<file path="src/rtl/mmio_uart_tx.sv">
// MMIO-triggered UART transmitter: edge-detected enqueue into a byte FIFO,
// drained by an 8N1 serialiser with a registered tx line.
module mmio_uart_tx #(
    parameter int unsigned CLK_DIV    = 868,
    parameter int unsigned FIFO_DEPTH = 16
) (
    input  logic                            clk,
    input  logic                            Rst,
    input  logic                            mmio_wea,
    input  logic [31:0]                     mmio_dat,
    input  logic                            clr_ovf,
    output logic                            tx,
    output logic                            tx_busy,
    output logic                            fifo_empty,
    output logic                            fifo_full,
    output logic [$clog2(FIFO_DEPTH):0]     fifo_count,
    output logic                            overflow
);

    localparam int unsigned AW = $clog2(FIFO_DEPTH);
    localparam int unsigned CW = AW + 1;
    localparam int unsigned BW = $clog2(CLK_DIV);

    typedef enum logic [1:0] {
        S_IDLE  = 2'd0,
        S_START = 2'd1,
        S_DATA  = 2'd2,
        S_STOP  = 2'd3
    } state_e;

    state_e          state_q, state_d;
    logic [BW-1:0]   baud_q, baud_d;
    logic [2:0]      bit_q, bit_d;
    logic [7:0]      shift_q, shift_d;
    logic            tx_q, tx_d;

    logic            wea_q;
    logic [AW-1:0]   wr_ptr_q, rd_ptr_q;
    logic [CW-1:0]   count_q, count_d;
    logic            ovf_q, ovf_d;
    logic [7:0]      mem_q [FIFO_DEPTH];

    logic            push, push_ok, pop, empty, full, baud_wrap;
    logic [7:0]      head;
    logic            unused_dat;

    assign unused_dat = ^mmio_dat[31:8];

    assign empty     = (count_q == '0);
    assign full      = (count_q == CW'(FIFO_DEPTH));
    assign push      = mmio_wea & ~wea_q;
    // A push into a full FIFO still lands if the same cycle frees a slot.
    assign push_ok   = push & (~full | pop);
    assign head      = mem_q[rd_ptr_q];
    assign baud_wrap = (baud_q == BW'(CLK_DIV - 1));

    // FIFO occupancy and sticky overflow next-state.
    always_comb begin
        count_d = count_q + CW'(push_ok) - CW'(pop);
        ovf_d   = ovf_q;
        if (push & full & ~pop) begin
            ovf_d = 1'b1;
        end else if (clr_ovf) begin
            ovf_d = 1'b0;
        end
    end

    // Transmit FSM next-state: baud timing, shifting and head pop.
    always_comb begin
        state_d = state_q;
        baud_d  = baud_q;
        bit_d   = bit_q;
        shift_d = shift_q;
        tx_d    = tx_q;
        pop     = 1'b0;
        if (state_q == S_IDLE) begin
            tx_d   = 1'b1;
            baud_d = '0;
            if (!empty) begin
                pop     = 1'b1;
                shift_d = head;
                tx_d    = 1'b0;
                state_d = S_START;
            end
        end else begin
            baud_d = baud_wrap ? '0 : baud_q + BW'(1);
            if (baud_wrap) begin
                case (state_q)
                    S_START: begin
                        tx_d    = shift_q[0];
                        bit_d   = 3'd0;
                        state_d = S_DATA;
                    end
                    S_DATA: begin
                        if (bit_q == 3'd7) begin
                            tx_d    = 1'b1;
                            state_d = S_STOP;
                        end else begin
                            shift_d = shift_q >> 1;
                            tx_d    = shift_q[1];
                            bit_d   = bit_q + 3'd1;
                        end
                    end
                    S_STOP: begin
                        if (!empty) begin
                            pop     = 1'b1;
                            shift_d = head;
                            tx_d    = 1'b0;
                            state_d = S_START;
                        end else begin
                            state_d = S_IDLE;
                        end
                    end
                    default: state_d = S_IDLE;
                endcase
            end
        end
    end

    // Control state registers; reset aborts any frame and flushes the FIFO.
    always_ff @(posedge clk or negedge Rst) begin
        if (!Rst) begin
            state_q  <= S_IDLE;
            baud_q   <= '0;
            bit_q    <= '0;
            shift_q  <= '0;
            tx_q     <= 1'b1;
            wea_q    <= 1'b0;
            wr_ptr_q <= '0;
            rd_ptr_q <= '0;
            count_q  <= '0;
            ovf_q    <= 1'b0;
        end else begin
            state_q  <= state_d;
            baud_q   <= baud_d;
            bit_q    <= bit_d;
            shift_q  <= shift_d;
            tx_q     <= tx_d;
            wea_q    <= mmio_wea;
            count_q  <= count_d;
            ovf_q    <= ovf_d;
            if (push_ok) wr_ptr_q <= wr_ptr_q + AW'(1);
            if (pop)     rd_ptr_q <= rd_ptr_q + AW'(1);
        end
    end

    // FIFO storage; contents are don't-care until written.
    always_ff @(posedge clk) begin
        if (push_ok) mem_q[wr_ptr_q] <= mmio_dat[7:0];
    end

    assign tx         = tx_q;
    assign tx_busy    = (state_q != S_IDLE);
    assign fifo_empty = empty;
    assign fifo_full  = full;
    assign fifo_count = count_q;
    assign overflow   = ovf_q;

endmodule

</file>
<file path="config.mk">
export PLATFORM = sky130hd
export DESIGN_NAME = mmio_uart_tx
export DESIGN_NICKNAME = d
export VERILOG_FILES = /design/src/rtl/mmio_uart_tx.sv
export SDC_FILE = /design/constraint.sdc
export NUM_CORES = 1
export LEC_CHECK = 0
export ABC_AREA = 1
export CAP_MARGIN = 20
export CORE_UTILIZATION = 64
export DETAILED_ROUTE_END_ITERATION = 8
export PLACE_DENSITY = 0.85
export SETUP_SLACK_MARGIN = 0.05
export SYNTH_ARGS = -nofsm -noshare
export SYNTH_HDL_FRONTEND = slang
export SYNTH_SLANG_ARGS = --single-unit
</file>
<file path="constraint.sdc">
create_clock -name clk -period 3.88 [get_ports clk]
set_input_delay 0.388 -clock clk [delete_from_list [all_inputs] [get_ports clk]]
set_output_delay 0.388 -clock clk [all_outputs]
set_load 0.05 [all_outputs]
</file>
After elaboration in Yosys (flattened, before gate mapping)
Memories as Yosys holds them, arrays and structs flattened.
Index checks and enable logic that the tools add are counted.

storage, ports and cells
  flip-flop bits (word level) = 39
  bits in latches = 0
  bits in writable memories = 128
  ROM bits = 0
  bits of input ports = 36
  output and inout bits = 10
  memories kept = 1

memories
  memory  words  width  read ports  clocked after memory_dff  write ports  RTL line  source
  mem_q   16     8      1           0                         1            41        logic [7:0] mem_q [FIFO_DEPTH];

cells by class
  add/subtract/negate cells = 6
  $mul = 0
  divide/modulo/power cells = 0
  order comparisons = 0
  equality and inequality tests = 11
  shift operators = 0
  muxes and demuxes = 29
  bitwise gates (word level) = 9
  reduce and logical (&&, ||, !) cells = 12

operators with widths
  kind                                           count
  2-to-1 mux 8 bit                               4
  2-to-1 mux 10 bit                              2
  case mux 8 bit (2 select lines)                1
  2-to-1 mux 1 bit                               14
  adder 10 x 1 -> 10 bit, second input constant  1
  equality test 10 bit, second input constant    1
  != test 3 bit, second input constant           3
  AND reduction 3 bit                            3
  adder 4 x 1 -> 4 bit, second input constant    2
  2-to-1 mux 2 bit                               4
  nonzero test 2 bit                             4
  case mux 2 bit (3 select lines)                1
  case mux 3 bit (2 select lines)                1
  adder 5 x 1 -> 5 bit                           1
  equality test 5 bit, second input constant     1
  zero test 5 bit                                1
  subtractor 5 x 1 -> 5 bit                      1
  AND 1 bit                                      4
  equality test 2 bit, second input constant     2
  != test 2 bit, second input constant           2
  inverter 1 bit                                 4
  AND reduction 4 bit                            1
  nonzero test 4 bit                             1
  adder 3 x 1 -> 3 bit, second input constant    1
  other kinds (7)                                7

Longest topological paths before layout
  word-level depth = 9
  mapped depth = 15
  mapped depth without buffers = 15

Worst setup path after synthesis
No wires, ideal clock.

  path type = register -> register
  from = register state_q[0]
  to = register count_q[4] (netlist: fifo_count[4])
  arrival = 2.709 ns
  slack = 1.091 ns
  stages on the path, launching flop included = 15
  path buffers = 0
  cell sequence = dfrtp_1 -> inv_1 -> ha_1 -> inv_1 -> nand2_1 -> nand3_1 -> inv_2 -> o21ai_2 -> nand2_1 -> ha_1 -> fa_1 -> a21oi_1 -> nor2_1 -> nor2_1 -> xor2_1

on the way
  word-level cells in the longest chain between the ends = 8

ends and longest elaborated chain
  what                           RTL line  source
  start, declared                31        state_e state_q, state_d;
  start signal, assigned         134       state_q <= state_d;
  equality test 2 bit            88        case (state_q)
  2-to-1 mux 1 bit               88
  2-to-1 mux 1 bit               87        if (baud_wrap) begin
  2-to-1 mux 1 bit (*)           76        if (state_q == S_IDLE) begin
  OR 1 bit                       53        assign push_ok = push & (~full | pop);
  AND 1 bit                      53
  adder 5 x 1 -> 5 bit           59        count_d = count_q + CW'(push_ok) - CW'(pop);
  subtractor 5 x 1 -> 5 bit (*)  59
  named net count_d[4]           39        logic [CW-1:0] count_q, count_d;
  end signal, assigned           140       count_q <= count_d;
  end, declared                  39

The timed path passes the listed nets; every way through them passes the cells marked *.
A chain may end at the register's enable or synchronous reset.

Worst setup path after layout
  from = register count_q[2] (netlist: fifo_count[2])
  to = register count_q[4] (netlist: fifo_count[4])

on the way
  word-level cells in the longest chain between the ends = 9

ends and longest elaborated chain
  what                           RTL line  source
  zero test 5 bit                49        assign empty = (count_q == '0);
  2-to-1 mux 1 bit               79, 105
  2-to-1 mux 1 bit               88
  2-to-1 mux 1 bit               87
  2-to-1 mux 1 bit               76
  OR 1 bit                       53
  AND 1 bit                      53
  adder 5 x 1 -> 5 bit           59
  subtractor 5 x 1 -> 5 bit (*)  59
  named net count_d[4]           39

Marks and branches as above.

==> metrics.md <==
| Metric | Value |
|---|---|
| Status | `finished, final reports clean` |
| Main synth FF type | `edfxtp_1` |
| Cell Pwr Density | `around 530 nW/um2` |
| CTS tree | `built` |
| Initial antenna violation count | `0` |
| Max Freq | `roughly 330 MHz` |
| # DRC | `0` |
| Die area | `12200 um2` |
| Clk slew on worst S/H paths | `around 60 ps` |
| Most numerous cell in the Yosys netlist | `nand2_1` |
| Hold crit path type | `input port to async pin` |
| Max stage delay on crit path | `about 420 ps` |
| Crit path from | `fifo_count[2]` |
| CP cell instances | `inv_1 -> ha_1 -> nand3_1 -> buf_4 -> nand2_1 -> nand2_1 -> nand3_1 -> inv_2 -> o21ai_2 -> nand2_1 -> ha_1 -> fa_1 -> a21oi_1 -> nor2_1 -> nor2_1 -> xor2_1` |
| Pin count of the biggest net entering global routing | `67` |
| Setup TNS | `0 ps` |
| Final Max Slew Viols | `0` |
| Core Area | `around 11000 um2` |
| Largest family of logic cells by synthesized area | `simple AND/OR/NAND/NOR gates` |
| Die Y | `roughly 110 um` |
| Syn. warnings | `0` |
| Mapped cell area | `7540 um2` |
| Initial core utilization | `65.7%` |
| Post-synthesis cell count | `738` |
| N_diodes | `0` |
| Setup bufs post-CTS | `0` |
| Placer Congestion | `0.815` |
| CTS Buf Count | `17` |
| Post-synth EDFFs | `roughly 130` |
| Crit start category | `flip-flop` |
| Post-synth top cells | `nand2_1, edfxtp_1, nand3_1, nor2_1, dfrtp_1` |
| Post-Synthesis Mean Instance Area | `approximately 10 um2` |
| Post-synth top area cell | `edfxtp_1` |
| Layout cells sized above 1 | `between 7 and 8%` |
| Non-Filler Instances | `just over 900` |
| Post-route minimum period | `approximately 3000 ps` |
| Rows | `39` |
| Initial DRC count | `between 400 and 500` |
| Netlist cell types | `34` |
| DRT Pass-1 Iters | `5` |
| R2r endpoint | `fifo_count[4]` |
| First-pass GRT wire length | `~26000 um` |
| Io pins | `46` |
| Critical Path Sink Type | `flip-flop` |
| Worst relative slew slack | `42.1%` |
| RSZ-0062 raised after global routing | `false` |
| # hold bufs at CTS | `0` |
| Reg2reg setup slack | `890 ps` |
| Clk root buf | `clkbuf_16` |
| CTS resizes | `0` |
| Area growth syn-to-layout | `11.2%` |
| Adder-cell share of the synthesized area | `under 10%` |
| Crit Path Max Fanout | `13` |
| DR WL/cell | `roughly 18 um` |
| Port bufs | `21` |
| R2R cell count | `16` |
| All-layer global routing usage | `about 28%` |
| Final ANT Viol Nets | `0` |
| # H-tree levels | `4` |
| Arr. time, crit path | `roughly 3300 ps` |
| Compound-Gate Fraction of Synth Area | `about 2.4%` |
| Vias in the first global route | `5446` |
| Peak supply drop | `just over 0.4 mV` |
| WP buf/inv | `3` |
| Post-synth net total | `slightly below 800` |
| Max Cap Viol | `0` |
| Final critical-path share of the clock period | `a little under 80%` |
| Routed vias | `5294` |
| Final Hold Slack | `around 86 ps` |
| Post-Synth XOR/XNOR Area | `1.16%` |
| Routed Wire Length | `roughly 16000 um` |
| Die width | `approximately 110 um` |
| Crit Path Class | `flip-flop to flip-flop` |
| Grt ovf | `0` |
| Mux cell area share after synthesis | `0%` |
| R2r startpoint | `fifo_count[2]` |
| Cells taking the most area after synthesis | `edfxtp_1, dfrtp_1, nand2_1, nand3_1, nor2_1` |
| Final Hold Vio Count | `0` |
| Clock buffer depth | `2` |
| Post-synthesis sequential area ratio | `a little under two thirds` |
| Vias per cell | `between 5 and 6` |
| Delay-heaviest family, CP | `adder cells` |
| Clk_skew | `approximately 6.3 ps` |
| FF+latch count, synth | `167` |
| Worst-margin pin slew | `just under 900 ps` |
| Setup violators final | `0` |
| CP most frequent cell | `nand2_1` |
| Synth top area share | `a little over 50%` |
| Slowest CP cell | `fa_1` |
| Critical Path RT | `roughly 4200 ps` |
| Post-DP HPWL | `about 9700 um` |
| Clk Latency, worst-skew pair | `420 ps` |
| Post-synth ARST share | `23.4%` |
| Inst Count DP | `approximately 880` |
| Clock sinks | `around 170` |
| LEAKAGE | `between 3 and 4 nW` |
| Net count, final | `806` |
| Synth Area in Simple Gates | `between 20 and 25%` |
==> cells by family (layout without fill, tap and decap cells) <==
logic type / Yosys count / after routing
AND/OR/NAND/NOR: 437 / 437
flip-flops: 167 / 167
buffers and inverters: 72 / 98
AO/OA/AOI/OAI: 34 / 34
adder cells (fa/ha/maj): 18 / 18
XOR/XNOR: 10 / 10
==> how the worst max path moves through the flow <==
| stage | cells past startpoint | end |
|---|---|---|
| after floorplan | 14 | fifo_count[4] |
| after global placement | 16 | fifo_count[4] |
| after detailed placement | 16 | fifo_count[4] |
| after CTS | 16 | fifo_count[4] |
| after global routing | 16 | fifo_count[4] |
| final | 16 | fifo_count[4] |
==> state kept, by name, summed over array words and instances, names as in the netlist <==
| register | count |
|---|---|
| wr_ptr_q | 4 |
| wea_q | 1 |
| rd_ptr_q | 4 |
| mem_q | 128 |
| baud_q | 10 |
| bit_q | 3 |
| shift_q | 8 |
| overflow | 1 |
| tx | 1 |
| state_q | 2 |
| fifo_count | 5 |
==> stage by stage <==
step           setup WS (ps)  instance area (um2)  total power [mW]  utilization, %
2_1_floorplan           1090                 7540              2.56               -
3_3_place_gp            1120                 7770              2.72            67.8
3_5_place_dp             941                 7770              2.77            67.8
4_1_cts                  887                 8360              4.43            72.9
5_1_grt                  668                 8390              4.57            73.1
6_report                 889                 8390              4.44            73.1
==> power breakdown <==
part | switching [mW] | internal [mW] | leakage, nW
registers | 0.0704 | 2.04 | 1.64
logic | 0.444 | 0.206 | 1.46
clock network | 0.673 | 1.00 | 0.286
==> placed cells by master (no fill, tap or decap), types with 2 or more instances in the layout <==
cell type        netlist  final
clkdlybuf4s50_1        0     20
ha_1                  17     17
inv_1                 36     36
nand2_4                3      3
bufinv_16              0      3
buf_4                  7      6
o211ai_1               2      2
clkinv_4               0      3
edfxtp_1             128    128
xor2_1                10     10
nor2_2                10     10
nand4_1                2      2
clkinv_2               0      5
clkinvlp_4             0      2
o21ai_0               19     19
or2_2                  3      3
clkbuf_16              0     17
nor2_1                58     58
dfrtp_1               38     37
nand2_1              245    245
nand3_1              106    106
a21oi_1                8      8
clkinv_1               2      3
o21ai_1                2      2
nor3_1                 5      5
==> per-layer routing <==
metal | vias to the layer above | wire [um] | track usage (%)
li1 | 2494 | - | -
met1 | 2539 | 6190 | 32.8
met2 | 221 | 8340 | 48.0
met3 | 40 | 989 | 5.21
met4 | 0 | 376 | 15.6
met5 | - | 0 | 0
==> cell type report <==
| cell class | count | area (um2) |
|---|---|---|
| flip-flops and latches | 167 | 4820 |
| clock buffers | 17 | 425 |
| clock inverters | 14 | 160 |
| repair buffers | 28 | 278 |
| multi-input cells | 499 | 2370 |
| inverters | 39 | 146 |
| fillers | 698 | 3080 |
| well taps | 143 | 179 |
==> worst register-to-register path, cell delays in order (launching register included) <==
cell and delay [ps]:
dfrtp_1 400, inv_1 90, ha_1 180, nand3_1 90, buf_4 200, nand2_1 110
nand2_1 120, nand3_1 240, inv_2 110, o21ai_2 110, nand2_1 90, ha_1 240
fa_1 420, a21oi_1 160, nor2_1 60, nor2_1 130, xor2_1 170
Power figures use the tool's default switching activity.
